`src/rtl/enc83_seq_if.sv`:
```
// Handshake bundle for enc83_seq: the vector input side and the index output side.
// master = producer/consumer (bench or upstream), slave = encoder.
interface enc83_seq_if #(
    parameter int N  = 8,
    parameter int AW = 3,
    parameter int CW = 4
);
    logic [N-1:0]  in;
    logic          in_valid;
    logic          in_ready;
    logic [AW-1:0] out;
    logic          out_valid;
    logic          out_ready;
    logic          out_last;
    logic [CW-1:0] count;
    logic          zero_drop;

    modport master (
        output in, in_valid, out_ready,
        input  in_ready, out, out_valid, out_last, count, zero_drop
    );

    modport slave (
        input  in, in_valid, out_ready,
        output in_ready, out, out_valid, out_last, count, zero_drop
    );
endinterface

```
`src/rtl/enc83_seq.sv`:
```
// Sequential 8->3 encoder: emits the index of every set bit of an accepted vector, one per handshake.
// Define ENC_MSB_FIRST_EN to emit highest index first (default: lowest first).
module enc83_seq #(
    parameter int N  = 8,
    parameter int AW = 3,
    parameter int CW = 4
) (
    input  logic        clk,
    input  logic        rst_n,
    enc83_seq_if.slave  bus
);
    localparam logic [0:0] ST_IDLE = 1'b0;
    localparam logic [0:0] ST_EMIT = 1'b1;

    logic [0:0]    state_q, state_d;
    logic [N-1:0]  pending_q, pending_d;
    logic          zero_drop_q, zero_drop_d;

    logic [AW-1:0] sel_idx;
    logic [N-1:0]  sel_mask;
    logic [CW-1:0] pop;
    logic          emit, out_fire, accept;

    always_comb begin
        sel_idx  = '0;
        pop      = '0;
        // Loop direction picks the priority: the last matching write wins.
`ifdef ENC_MSB_FIRST_EN
        for (int i = 0; i < N; i++)
            if (pending_q[i]) sel_idx = AW'(i);
`else
        for (int i = N - 1; i >= 0; i--)
            if (pending_q[i]) sel_idx = AW'(i);
`endif
        for (int i = 0; i < N; i++)
            pop = pop + CW'(pending_q[i]);
        sel_mask = N'(1) << sel_idx;
    end

    assign emit          = (state_q == ST_EMIT);
    assign bus.out_valid = emit;
    assign bus.out       = emit ? sel_idx : '0;
    assign bus.count     = emit ? pop : '0;
    assign bus.out_last  = emit && (pop == CW'(1));
    assign bus.zero_drop = zero_drop_q;

    assign out_fire      = emit & bus.out_ready;
    // Accepting on the last handshake lets vectors stream with no idle bubble.
    assign bus.in_ready  = ~emit | (out_fire & bus.out_last);
    assign accept        = bus.in_valid & bus.in_ready;

    always_comb begin
        state_d     = state_q;
        pending_d   = pending_q;
        zero_drop_d = 1'b0;
        if (out_fire) begin
            pending_d = pending_q & ~sel_mask;
            if (bus.out_last) state_d = ST_IDLE;
        end
        if (accept) begin
            if (bus.in != '0) begin
                pending_d = bus.in;
                state_d   = ST_EMIT;
            end else begin
                pending_d   = '0;
                state_d     = ST_IDLE;
                zero_drop_d = 1'b1;
            end
        end
    end

    always_ff @(posedge clk) begin
        if (!rst_n) begin
            state_q     <= ST_IDLE;
            pending_q   <= '0;
            zero_drop_q <= 1'b0;
        end else begin
            state_q     <= state_d;
            pending_q   <= pending_d;
            zero_drop_q <= zero_drop_d;
        end
    end
endmodule

```
`src/flat_wrapper.sv`:
```
// flat-port wrapper written by rule: the top's interface ports become plain ports
module enc83_seq_flat 
#(
    parameter int N  = 8,
    parameter int AW = 3,
    parameter int CW = 4
)
  (clk, rst_n, bus_in, bus_in_valid, bus_out_ready, bus_in_ready, bus_out, bus_out_valid, bus_out_last, bus_count, bus_zero_drop);
  enc83_seq_if #(.N(N), .AW(AW), .CW(CW)) bus_i ();
  input  logic clk;
  input  logic rst_n;
  input wire logic [$bits(bus_i.in)-1:0] bus_in;
  input wire logic [$bits(bus_i.in_valid)-1:0] bus_in_valid;
  input wire logic [$bits(bus_i.out_ready)-1:0] bus_out_ready;
  output wire logic [$bits(bus_i.in_ready)-1:0] bus_in_ready;
  output wire logic [$bits(bus_i.out)-1:0] bus_out;
  output wire logic [$bits(bus_i.out_valid)-1:0] bus_out_valid;
  output wire logic [$bits(bus_i.out_last)-1:0] bus_out_last;
  output wire logic [$bits(bus_i.count)-1:0] bus_count;
  output wire logic [$bits(bus_i.zero_drop)-1:0] bus_zero_drop;
  assign bus_i.in = bus_in;
  assign bus_i.in_valid = bus_in_valid;
  assign bus_i.out_ready = bus_out_ready;
  assign bus_in_ready = bus_i.in_ready;
  assign bus_out = bus_i.out;
  assign bus_out_valid = bus_i.out_valid;
  assign bus_out_last = bus_i.out_last;
  assign bus_count = bus_i.count;
  assign bus_zero_drop = bus_i.zero_drop;
  enc83_seq #(.N(N), .AW(AW), .CW(CW)) u_core (.clk(clk), .rst_n(rst_n), .bus(bus_i));
endmodule
```
`config.mk`:
```
export PLATFORM = sky130hd
export DESIGN_NAME = enc83_seq_flat
export DESIGN_NICKNAME = d
export VERILOG_FILES = /design/src/rtl/enc83_seq_if.sv /design/src/rtl/enc83_seq.sv /design/src/flat_wrapper.sv
export SDC_FILE = /design/constraint.sdc
export NUM_CORES = 1
export LEC_CHECK = 0
export ABC_AREA = 1
export BUFFER_PORTS_ARGS = -buffer_cell sky130_fd_sc_hd__buf_2
export CORE_ASPECT_RATIO = 1.1
export CORE_MARGIN = 1
export CORE_UTILIZATION = 50
export DETAILED_ROUTE_END_ITERATION = 12
export PLACE_DENSITY = 0.78
export SYNTH_ARGS = -nofsm -noshare
export SYNTH_HDL_FRONTEND = slang
export SYNTH_SLANG_ARGS = --single-unit
```
`constraint.sdc`:
```
create_clock -name clk -period 4.4 [get_ports clk]
set_input_delay 0 -clock clk [delete_from_list [all_inputs] [get_ports clk]]
set_output_delay 0 -clock clk [all_outputs]
set_load 0.1 [all_outputs]
```
* Word-level counts from Yosys, hierarchy flattened
Index checks and enable logic that the tools add are counted.
Word-level totals: logic and storage cells 43, bits of input ports 12, output and inout bits 11, flip-flop bits (word level) 10
Operators by class: bitwise logic cells 7, equal/unequal tests 1, add/sub/neg operators 7, shift operators 1, reduce and logical (&&, ||, !) cells 6, muxes and demuxes 18
Operator list (count):
- $mux W3 | 9
- $add A4 B1 Y4 | 6
- $mux W8 | 3
- $and A8 B8 Y8 | 1
- $not A8 Y8 | 1
- $reduce_bool A8 Y1 | 1
- $shl A1 B3 Y8 const A | 1
- $mux W1 | 5
- $eq A4 B1 Y1 const B | 1
- $mux W4 | 1
- $reduce_and A2 Y1 | 2
- $reduce_bool A2 Y1 | 2
- $and A1 B1 Y1 | 3
- $add A1 B1 Y2 | 1
- $logic_and A1 B1 Y1 | 1
- $not A1 Y1 | 1
- $or A1 B1 Y1 | 1

* Longest topological paths before layout
Gate-level depths: netlist of the first run.
depth after elaboration 14, mapped depth 17, depth with buffers taken out 16

* Worst setup path before layout of the first run
No wires, ideal clock.
kind register to register, start point reg u_core.pending_q[0], end point reg u_core.pending_q[1], path slack 611 ps, cell stages (with the launch flop) 17, period minus slack after synthesis 3789 ps, buffers on the path 1, required time 4290 ps, arrival 3679 ps, library setup time 110 ps, cell sequence dfxtp_1 ha_1 inv_1 fa_1 fa_1 fa_1 inv_1 fa_1 nor3_2 nand4_1 nand2_2 nand2_2 buf_6 nand3_1 nand3_1 nand3_1 inv_1
On the way: word-level cells in the longest chain between the ends 13, elaborated cells between the ends (all ways) 19, those cells by class add/sub (7); eq/ne (1); shift (1); mux (3); bitwise (5); reduce/logical (2)
RTL lines:
- start: declaration | RTL line enc83_seq.sv:16 | logic [N-1:0] pending_q, pending_d;
- start signal: assignment | RTL line enc83_seq.sv:79 | pending_q <= pending_d;
- $add A1 B1 Y2 * | RTL line enc83_seq.sv:36 | pop = pop + CW'(pending_q[i]);
- $add A4 B1 Y4 * (6 in a row) | RTL line enc83_seq.sv:36
- $eq A4 B1 Y1 * | RTL line enc83_seq.sv:44 | assign bus.out_last = emit && (pop == CW'(1));
- $logic_and A1 B1 Y1 * | RTL line enc83_seq.sv:44
- $and A1 B1 Y1 * | RTL line enc83_seq.sv:49 | assign bus.in_ready = ~emit | (out_fire & bus.out_last);
- $or A1 B1 Y1 * | RTL line enc83_seq.sv:49
- named net bus_in_ready | RTL line flat_wrapper.sv:15 | output wire logic [$bits(bus_i.in_ready)-1:0] bus_in_ready;
- $and A1 B1 Y1 * | RTL line enc83_seq.sv:50 | assign accept = bus.in_valid & bus.in_ready;
- $mux W8 or $reduce_bool A2 Y1 (tied branches)
Mark *: on every way through the listed nets, which the timed path passes. The rest lies on a longest branch. The select of a mux whose other input is x is not followed. A chain may end at the register's enable or synchronous reset.

* Worst setup path in the final report of the first run
start point reg u_core.pending_q[0], end point out bus_in_ready
On the way: word-level cells in the longest chain between the ends 11
RTL lines (RTL line):
- $add A1 B1 Y2 | enc83_seq.sv:36
- $add A4 B1 Y4 (6 in a row) | enc83_seq.sv:36
- $eq A4 B1 Y1 | enc83_seq.sv:44
- $logic_and A1 B1 Y1 | enc83_seq.sv:44
- $and A1 B1 Y1 | enc83_seq.sv:49
- $or A1 B1 Y1 | enc83_seq.sv:49
- end: declaration | flat_wrapper.sv:15
Every way passes these cells.

==> reports/metrics.cfg, run 1 <==
[global_routing]
antenna_found_initial = 0
gr-total-overflow = 0
grt_max_degree = 12
grtUsageTotal_pct = 23.1
grt_pass1_vias = 712
grt_pass1_wl_um = 2790

[worst_setup_path]
max_stage_delay_ps = 460
crit_slowest_cell = fa_1
startpoint = u_core.pending_q[0]
crit_buf_inv = 3
critPathMaxFanout = 5
crit_top_cell = fa_1
cp-start-kind = flop
worstRegToRegCells = 13
critical_path.top_delay_family = adder cells
r2r_start = u_core.pending_q[0]
crit_cells = 11
critical_path_class = reg -> out
crit_chain = ha_1 -> inv_1 -> fa_1 -> fa_1 -> fa_1 -> inv_1 -> fa_1 -> nor3_2 -> nand4_1 -> nand2_2 -> buf_2
cp_data_arrival_time_ps = 3810
worstPathRequired_ps = 4400
end_kind = output port

[cts]
clk_latency_ps = 260
cts_made_buffers = 3
root_buffer = clkbuf_4
cts_resized = 0
path_clk_slew_ps = 60
clk_path_buf_depth = 2
cts_tree = built
htree_levels = 1
clkSinkCount = 10

[outcome]
status = finished clean

[timing]
drv_slew = 0
relSlewSlack_pct = 65.7
rsz0062_at_grt = no
timing.final.ws_setup_ps = 589
timing.fmax_mhz = 262
hold_violations = 0
min_period_over_period_pct = 86.6
min_period_ps = 3810
fin_tns_setup_ps = 0
setup_viol = 0
clock_skew_ps = 3.56
tightestPinTransition_ps = 511

[yosys]
synth.area.mux_share_pct = 0
syn_nets = 136
synth_top_cell_by_area = dfxtp_1
synth_top_family_by_area = simple AND/OR/NAND/NOR gates
yosysSeqAreaShare_pct = 25.6
synth-simple-area-share_pct = 33.8
synthAdderAreaFrac_pct = 15.1
synth_top_area_share_pct = 25.6
synth_compound_area_share_pct = 13.3
synth_xor_area_share_pct = 1.12
ys_warn_count = 0
syn-instance-count = 117
synth-seq-cells = 10
netlist_area_um2 = 781
ys_types = 24
ys_top_cells_by_area = dfxtp_1 (26%), nand2_1 (14%), fa_1 (10%), inv_1 (9.1%), nor2_1 (5.8%)
synth_area_per_cell_um2 = 6.67

[detailed_routing]
routed_via_density = 5.14
topRoutingLayerUsed = met4
num_vias = 812
dr.pass1.iters = 4
met2WireLength_um = 825
first_iter_violations = 26
drcViolationCount = 0
antenna_left = 0
wl_met1_um = 758
met3WireLength_um = 63
finalWirelength_um = 1680
wl_per_cell_um = 10.6

[layout]
seq_area_um2 = 200
final_layout_size_suffix_gt1_share_pct = 22.5
multiInputGateArea_um2 = 494
syn2layout_area_growth_pct = 19.4
fin_util_pct = 65.7
fill_cells = 136
nets = 163
final_cell_area_um2 = 932
diodes = 0

[power_and_ir_drop]
power_density_nw_per_um2 = 426
power_leakage_nw = 0.499
ir_drop_mv = 0.270

[run]
maxCapViolations = 0

[floorplan]
die_x_um = 39.7
core_area_um2 = 1420
placementRows = 14
fp.dieArea_um2 = 1720
start_util_pct = 55.0
die_h_um = 43.4
io-pin-count = 23

[worst_hold_path]
min_from = bus_in[4]
min_path_cells = 3
min_path_type = in -> reg

[place]
port_buffers = 22
placed_cell_area_um2 = 900
place_ws_ps = 768
place_hpwl_um = 1370
routabilityCongestion = 0.813

[area by class of cell]
type,instances,area share (%)
Multi-Input combinational cell,86,53.0
Sequential cell,10,21.5
Timing Repair Buffer,23,12.9
Inverter,20,8.05
Clock buffer,3,2.42
Tap cell,16,2.15
[worst min-delay path: stages]
cell and delay, ps:
buf_2 100, nand2_1 60, a21oi_1 60
[power by group]
group / leakage, nW / switching (mW) / internal (mW) / total, mW
registers: 0.0826 / 0.00736 / 0.0987 / 0.106
logic: 0.402 / 0.175 / 0.0564 / 0.231
clock network: 0.0138 / 0.0280 / 0.0314 / 0.0595
total: 0.499 / 0.210 / 0.187 / 0.397
[cell usage in the layout (no fill, tap or decap), drive strengths merged]
cell type and instances:
dfxtp 10, nand4 1, nor4 2, nor3 2, nand2 31, a31oi 1
nor2 12, inv 20, ha 3, o21ai 9, fa 4, buf 22
xnor2 1, nand3b 1, clkbuf 3, dlygate4sd3 1, a21oi 9, nand3 9
and3 1
[cells by family after synthesis]
group / after synthesis
AOI/OAI and AO/OA: 19
xor gates and xnor gates: 1
adders and majority gates: 7
buffers and inverters: 21
DFF: 10
and+or+nand+nor: 59
[cell usage after synthesis]
master     n
and3_1     1
fa_1       4
nor2_1    12
o21ai_1    1
nand3b_1   1
nor3_2     1
a31oi_1    1
dfxtp_1   10
nor3_1     1
nand2_2    2
nand2_1   29
ha_1       3
xnor2_1    1
nor4_1     2
nand3_1    8
inv_2      1
a21oi_1    8
nand3_2    1
buf_6      1
a21oi_2    1
nand4_1    1
o21ai_2    1
o21ai_0    7
inv_1     19
[path summary, 6_finish.rpt]
| path | end | slack, ps |
|---|---|---|
| worst min register to register | u_core.pending_q[5] | 500 |
| worst min-delay path | u_core.pending_q[4] | 20 |
| worst max register to register | u_core.pending_q[2] | 710 |
| worst max-delay path | bus_in_ready | 590 |
[timing repair]
| item | 4_1_cts | 5_1_grt |
|---|---|---|
| buffers inserted | 0 | 0 |
| hold buffers | 1 | 0 |
| hold endpoints to repair | 1 | 0 |
| endpoints found under the setup margin | 0 | 0 |
[per-layer routing]
layer	up-vias	global-route usage (%)
met1	354	28.2
li1	427	-
met4	0	12.4
met3	5	1.54
met2	26	39.0
met5	-	0
[sequential cells by signal, indices dropped and copies added (netlist names)]
name,cells
u_core.bus.zero_drop,1
u_core.pending_q,8
u_core.bus.out_valid,1
[through the flow]
stage | power [mW] | hold WS [ps] | cells
2_1_floorplan | 0.300 | 126 | 117
3_3_place_gp | 0.335 | 267 | 154
3_5_place_dp | 0.339 | 274 | 154
4_1_cts | 0.400 | 11.7 | 158
5_1_grt | 0.427 | 29.5 | 158
6_report | 0.397 | 19.2 | 158
(Power assumes the default switching activity.)
==> inputs of run 2 (changes only) <==
Settings changed: ABC_AREA 1 to default, PLACE_DENSITY 0.78 to 0.77.
==> run 2 against run 1 <==
The flow now finishes with violations (negative hold slack). Final cell count fell by 14%. Combinational power rose by 41%. Clock skew up 0.64 ps. Die area rose by 1.2%. Sequential power increased by 9%. Routed wire length about the same. Sequential share of layout area is 0.88 points lower. Core utilization grew 2.8 points. Largest cell class unchanged. Largest power group unchanged. Highest routed layer unchanged.
==> reports/metrics.cfg, run 2 <==
[worst_setup_path]
r2r_slack_ps = 440
critical_path_class = reg -> out
worstPathRequired_ps = 4400
cp-start-kind = flop
worstRegToRegCells = 11
crit_slowest_cell = or4_4
critPathMaxFanout = 7
startpoint = u_core.pending_q[0]
r2r-end = u_core.pending_q[4]
end_kind = output port
max_stage_delay_ps = 510
crit_chain = ha_1 -> inv_1 -> fa_1 -> fa_1 -> fa_1 -> inv_1 -> fa_1 -> or4_4 -> o31ai_4 -> nand2_1 -> nand2_1 -> buf_2
cp_data_arrival_time_ps = 4030
crit_top_cell = fa_1
r2r_start = u_core.pending_q[0]

[timing]
hold_violations = 1
drv_slew = 0
min_period_ps = 4030
min_period_over_period_pct = 91.7
setup_viol = 0
tightestPinTransition_ps = 547
fin_tns_setup_ps = 0
relSlewSlack_pct = 63.4
holdWs_ps = -2.17
timing.fmax_mhz = 248
timing.final.ws_setup_ps = 367
rsz0062_at_grt = no
clock_skew_ps = 4.20

[detailed_routing]
num_vias = 734
dr.pass1.iters = 4
first_iter_violations = 22
finalWirelength_um = 1680
wl_per_cell_um = 12.4
antenna_left = 0
routed_via_density = 5.40
drcViolationCount = 0

[yosys]
synth-seq-cells = 10
ys_top_cells_by_area = dfxtp_1 (25%), fa_1 (10%), inv_1 (6.6%), nand2_1 (5.2%), mux2i_1 (5.1%)
ys_types = 32
synth-edff-count = 0
synth_area_per_cell_um2 = 8.50
synth_top_area_share_pct = 25.3
ys_dominant_reg_cell = dfxtp_1
yosysSeqAreaShare_pct = 25.3
ys_warn_count = 0
synth_common_cells = inv_1 (14), nand2_1 (11), dfxtp_1 (10), nor2_1 (10)
netlist_area_um2 = 791
async_flop_share_pct = 0
synth_top_cell_by_area = dfxtp_1
syn_nets = 112
synth_most_common_cell = inv_1
syn-instance-count = 93

[layout]
final_cell_area_um2 = 972
fin_util_pct = 68.5
diodes = 0
largest_reg_flops = 8
nets = 140
final_cell_mix = buf_2 (22), inv_1 (14), nand2_1 (11)
syn2layout_area_growth_pct = 22.9
fill_cells = 129
regMostFlops = u_core.pending_q
layout_commonest_cell = buf_2
final_layout_size_suffix_gt1_share_pct = 27.5

[floorplan]
die_x_um = 39.9
die_h_um = 43.7
core_area_um2 = 1420
start_util_pct = 55.7
io-pin-count = 23
fp.dieArea_um2 = 1740
placementRows = 14

[worst_hold_path]
min_path_cells = 3
min_from = bus_in[2]
whs_endpoint = u_core.pending_q[2]
min_path_type = in -> reg

[outcome]
status = finished with violations
violations = negative hold slack

[cts]
cts_made_buffers = 3
root_buffer = clkbuf_4
htree_levels = 1
cts_resized = 0
clkSinkCount = 10
post_cts_buffers = 0
path_clk_slew_ps = 70
clk_latency_ps = 260
cts_tree = built
clk_path_buf_depth = 2

[run]
maxCapViolations = 0

[global_routing]
grt_max_degree = 12
grtUsageTotal_pct = 22.7
grt_pass1_vias = 698
antenna_found_initial = 0
gr-total-overflow = 0
grt_pass1_wl_um = 2770

[place]
port_buffers = 22
placed_cell_area_um2 = 916
place_ws_ps = 453
routabilityCongestion = 0.751
place_hpwl_um = 1360

[power_and_ir_drop]
total_power_mw = 0.523
power_leakage_nw = 0.487
ir_drop_mv = 0.305
power_density_nw_per_um2 = 538

==> run 2: cell count changes in the layout (fill, tap and decap cells not counted), sizes merged, moves of 3 or more <==
cell	previous run	this run
and2	0	3
mux2i	0	4
o31ai	0	3
a21oi	9	4
nand3	9	0
inv	20	14
o21ai	9	2
nand2	31	11
==> run 2: kinds of logic (layout without fill, tap and decap cells) <==
logic type / count (synthesis) / count (layout) / synth area share [%]
buffers and inverters: 15 / 42 / 8.07
muxes: 4 / 4 / 5.06
DFF: 10 / 10 / 25.3
adders and majority gates: 7 / 7 / 14.9
xor gates and xnor gates: 1 / 1 / 1.11
AOI/OAI and AO/OA: 21 / 21 / 22.6
and+or+nand+nor: 35 / 35 / 22.9
==> run 2: per-stage QoR <==
step | hold slack (ps) | instances
3_5_place_dp | 256 | 130
5_1_grt | 6.55 | 136
2_1_floorplan | 131 | 93
3_3_place_gp | 256 | 130
4_1_cts | 4.68 | 136
6_report | -2.17 | 136
==> run 2: metal layers <==
metal / track usage [%] / routed length, um / vias up
met3: 3.08 / 51 / 2
li1: - / - / 379
met1: 27.3 / 763 / 336
met4: 8.28 / 9 / 0
met5: 0 / 0 / -
met2: 39.4 / 855 / 17
==> run 2: cell type report <==
type                            count  area [um2]  area share, %
Multi-Input combinational cell     68         533           54.8
Sequential cell                    10         200           20.6
Timing Repair Buffer               24         130           13.4
Inverter                           14        52.6           5.41
Clock buffer                        4        36.3           3.73
Tap cell                           16        20.0           2.06
==> run 2: where the power goes <==
group	total, mW	internal (mW)	switching, mW	leakage, nW
logic	0.326	0.101	0.225	0.384
clock network	0.0810	0.0502	0.0308	0.0210
registers	0.116	0.101	0.0143	0.0821
==> run 2: what timing repair did <==
action | CTS | global route
hold buffers | 2 | 0
setup endpoints to repair | 0 | 0
endpoints found under the hold margin | 2 | 0
==> run 2: worst max-delay path by stage <==
stage	to	slack [ps]	depth (start not counted)
finish	bus_in_ready	370	12
CTS	bus_in_ready	380	12
floorplan	u_core.bus.out_valid	370	12
global placement	u_core.pending_q[4]	540	11
global route	bus_in_ready	190	12
detailed placement	u_core.pending_q[4]	450	11
==> run 2: worst max-delay path: cells and delay by family (launching register included) <==
family                     cells  cell delay, ps
AOI/OAI and AO/OA              1              90
adders and majority gates      5            1980
buffers and inverters          3             580
DFF                            1             440
and+or+nand+nor                3             680
==> inputs of run 3 (changes only) <==
Settings changed: BUFFER_PORTS_ARGS -buffer_cell sky130_fd_sc_hd__buf_2 to default, CORE_UTILIZATION 50 to 54, DONT_BUFFER_PORTS from default to 1, PLACE_DENSITY 0.77 to 0.69.
==> run 3 against run 2 <==
The flow now finishes without violations. Flip-flop and latch count did not move. Total power rose by 2.1%. Hold slack improved by 54 ps. Die area fell by 7.1%. Sequential power rose by 9%. Critical path type is now reg -> reg.
==> reports/metrics.cfg, run 3 (synthesis results as in run 2) <==
[outcome]
status = finished clean

[worst_setup_path]
critPathMaxFanout = 7
cp-start-kind = flop
r2r-end = u_core.bus.out_valid
critical_path_class = reg -> reg
worstRegToRegCells = 13
end_kind = flop
r2r_slack_ps = 250
r2r_start = u_core.pending_q[0]
worstPathRequired_ps = 4560
cp_data_arrival_time_ps = 4310

[run]
maxCapViolations = 0

[global_routing]
grt_max_degree = 12
grt_pass1_vias = 704
grtUsageTotal_pct = 25.6
grt_pass1_wl_um = 2940
gr-total-overflow = 0
antenna_found_initial = 0

[layout]
nets = 136
largest_reg_flops = 8
layout_commonest_cell = inv_1
syn2layout_area_growth_pct = 33.1
final_cell_mix = inv_1 (14), dlygate4sd3_1 (12), nand2_1 (11)
regMostFlops = u_core.pending_q
final_layout_size_suffix_gt1_share_pct = 19.1
diodes = 0

[detailed_routing]
num_vias = 774
antenna_left = 0
first_iter_violations = 16
finalWirelength_um = 1830
routed_via_density = 5.91
dr.pass1.iters = 4
wl_per_cell_um = 13.9
drcViolationCount = 0

[timing]
setup_viol = 0
relSlewSlack_pct = 24.1
hold_violations = 0
drv_slew = 0
clock_skew_ps = 7.98
timing.final.ws_setup_ps = 251
min_period_over_period_pct = 94.3
min_period_ps = 4150
tightestPinTransition_ps = 1140
holdWs_ps = 51.4
fin_tns_setup_ps = 0
rsz0062_at_grt = no
timing.fmax_mhz = 241

[worst_hold_path]
min_from = bus_in_valid
min_path_cells = 2
min_path_type = in -> reg
whs_endpoint = u_core.bus.zero_drop

[power_and_ir_drop]
power_leakage_nw = 0.470
ir_drop_mv = 0.430
power_density_nw_per_um2 = 507

[place]
routabilityCongestion = 0.790
place_hpwl_um = 1290
place_ws_ps = 390
port_buffers = 0

[cts]
path_clk_slew_ps = 70
clk_path_buf_depth = 2
clkSinkCount = 10
cts_made_buffers = 3
cts_tree = built
post_cts_buffers = 0
root_buffer = clkbuf_4
clk_latency_ps = 270
htree_levels = 1

[floorplan]
start_util_pct = 57.9
die_h_um = 42.1
io-pin-count = 23
die_x_um = 38.5
core_area_um2 = 1370
placementRows = 14
fp.dieArea_um2 = 1620

-- run 3: changes by cell type in the layout (fill, tap and decap cells not counted) --
cell,previous run,this run
clkbuf_16,0,1
buf_2,22,0
nor2_2,0,2
dlygate4sd3_1,2,12
clkbuf_8,1,0
a21oi_1,4,3
a2111oi_4,0,1
nor3_1,2,1
a2111oi_2,1,0
nor2_1,10,8
a21oi_2,0,1
buf_4,0,7
nor3_2,0,1
-- run 3: worst max-delay path: stages (launching register included) --
cell           delay [ps]
dfxtp_1               460
ha_1                  270
inv_1                  70
fa_1                  430
fa_1                  460
fa_1                  410
inv_1                  90
fa_1                  440
or4_4                 510
o31ai_4                90
nand2_1                90
nand2_1                90
a21oi_1                80
dlygate4sd3_1         560
-- run 3: worst max path at each step --
| stage | from | to | slack (ps) | cells after the start |
|---|---|---|---|---|
| final | u_core.pending_q[0] | u_core.bus.out_valid | 250 | 13 |
| after global routing | u_core.pending_q[0] | u_core.bus.out_valid | 60 | 13 |
| after CTS | u_core.pending_q[0] | u_core.bus.out_valid | 250 | 13 |
| after detailed placement | u_core.pending_q[0] | u_core.pending_q[4] | 390 | 11 |
| after global placement | u_core.pending_q[0] | u_core.pending_q[4] | 490 | 11 |
| after floorplan | u_core.pending_q[0] | u_core.bus.out_valid | 370 | 12 |
-- run 3: final cells by class --
| class | instances | area (um2) |
|---|---|---|
| Clock buffer | 3 | 22.5 |
| Fill cell | 97 | 314 |
| Inverter | 14 | 52.6 |
| Multi-Input combinational cell | 68 | 559 |
| Sequential cell | 10 | 200 |
| Tap cell | 16 | 20.0 |
| Timing Repair Buffer | 20 | 198 |
-- run 3: report_power, final --
part,switching (mW),internal [mW],leakage [nW]
Combinational,0.225,0.119,0.374
Clock,0.0319,0.0316,0.0138
Sequential,0.0246,0.101,0.0821
Total,0.281,0.252,0.470
-- run 3: routing by layer --
| metal | GRT usage [%] | wire length (um) | share of wire [%] | vias to the layer above |
|---|---|---|---|---|
| met5 | 0 | 0 | 0 | - |
| met4 | 14.5 | 34 | 1.9 | 0 |
| met3 | 1.60 | 66 | 3.6 | 5 |
| met2 | 41.7 | 917 | 50 | 28 |
| met1 | 32.2 | 808 | 44 | 366 |
| li1 | - | - | - | 375 |
-- run 3: through the flow --
stage          util, %  power [mW]  instances  instance area, um2
6_report          77.0       0.533        131                1050
5_1_grt           77.0       0.561        131                1050
4_1_cts           77.0       0.532        131                1050
3_5_place_dp      66.6       0.462        116                 910
3_3_place_gp      66.6       0.454        116                 910
2_1_floorplan        -       0.396         93                 797
-- run 3: what timing repair did --
action	CTS	global route
hold endpoints to repair	10	0
hold buffers	12	0
setup endpoints to repair	0	0
resized for setup	0	0
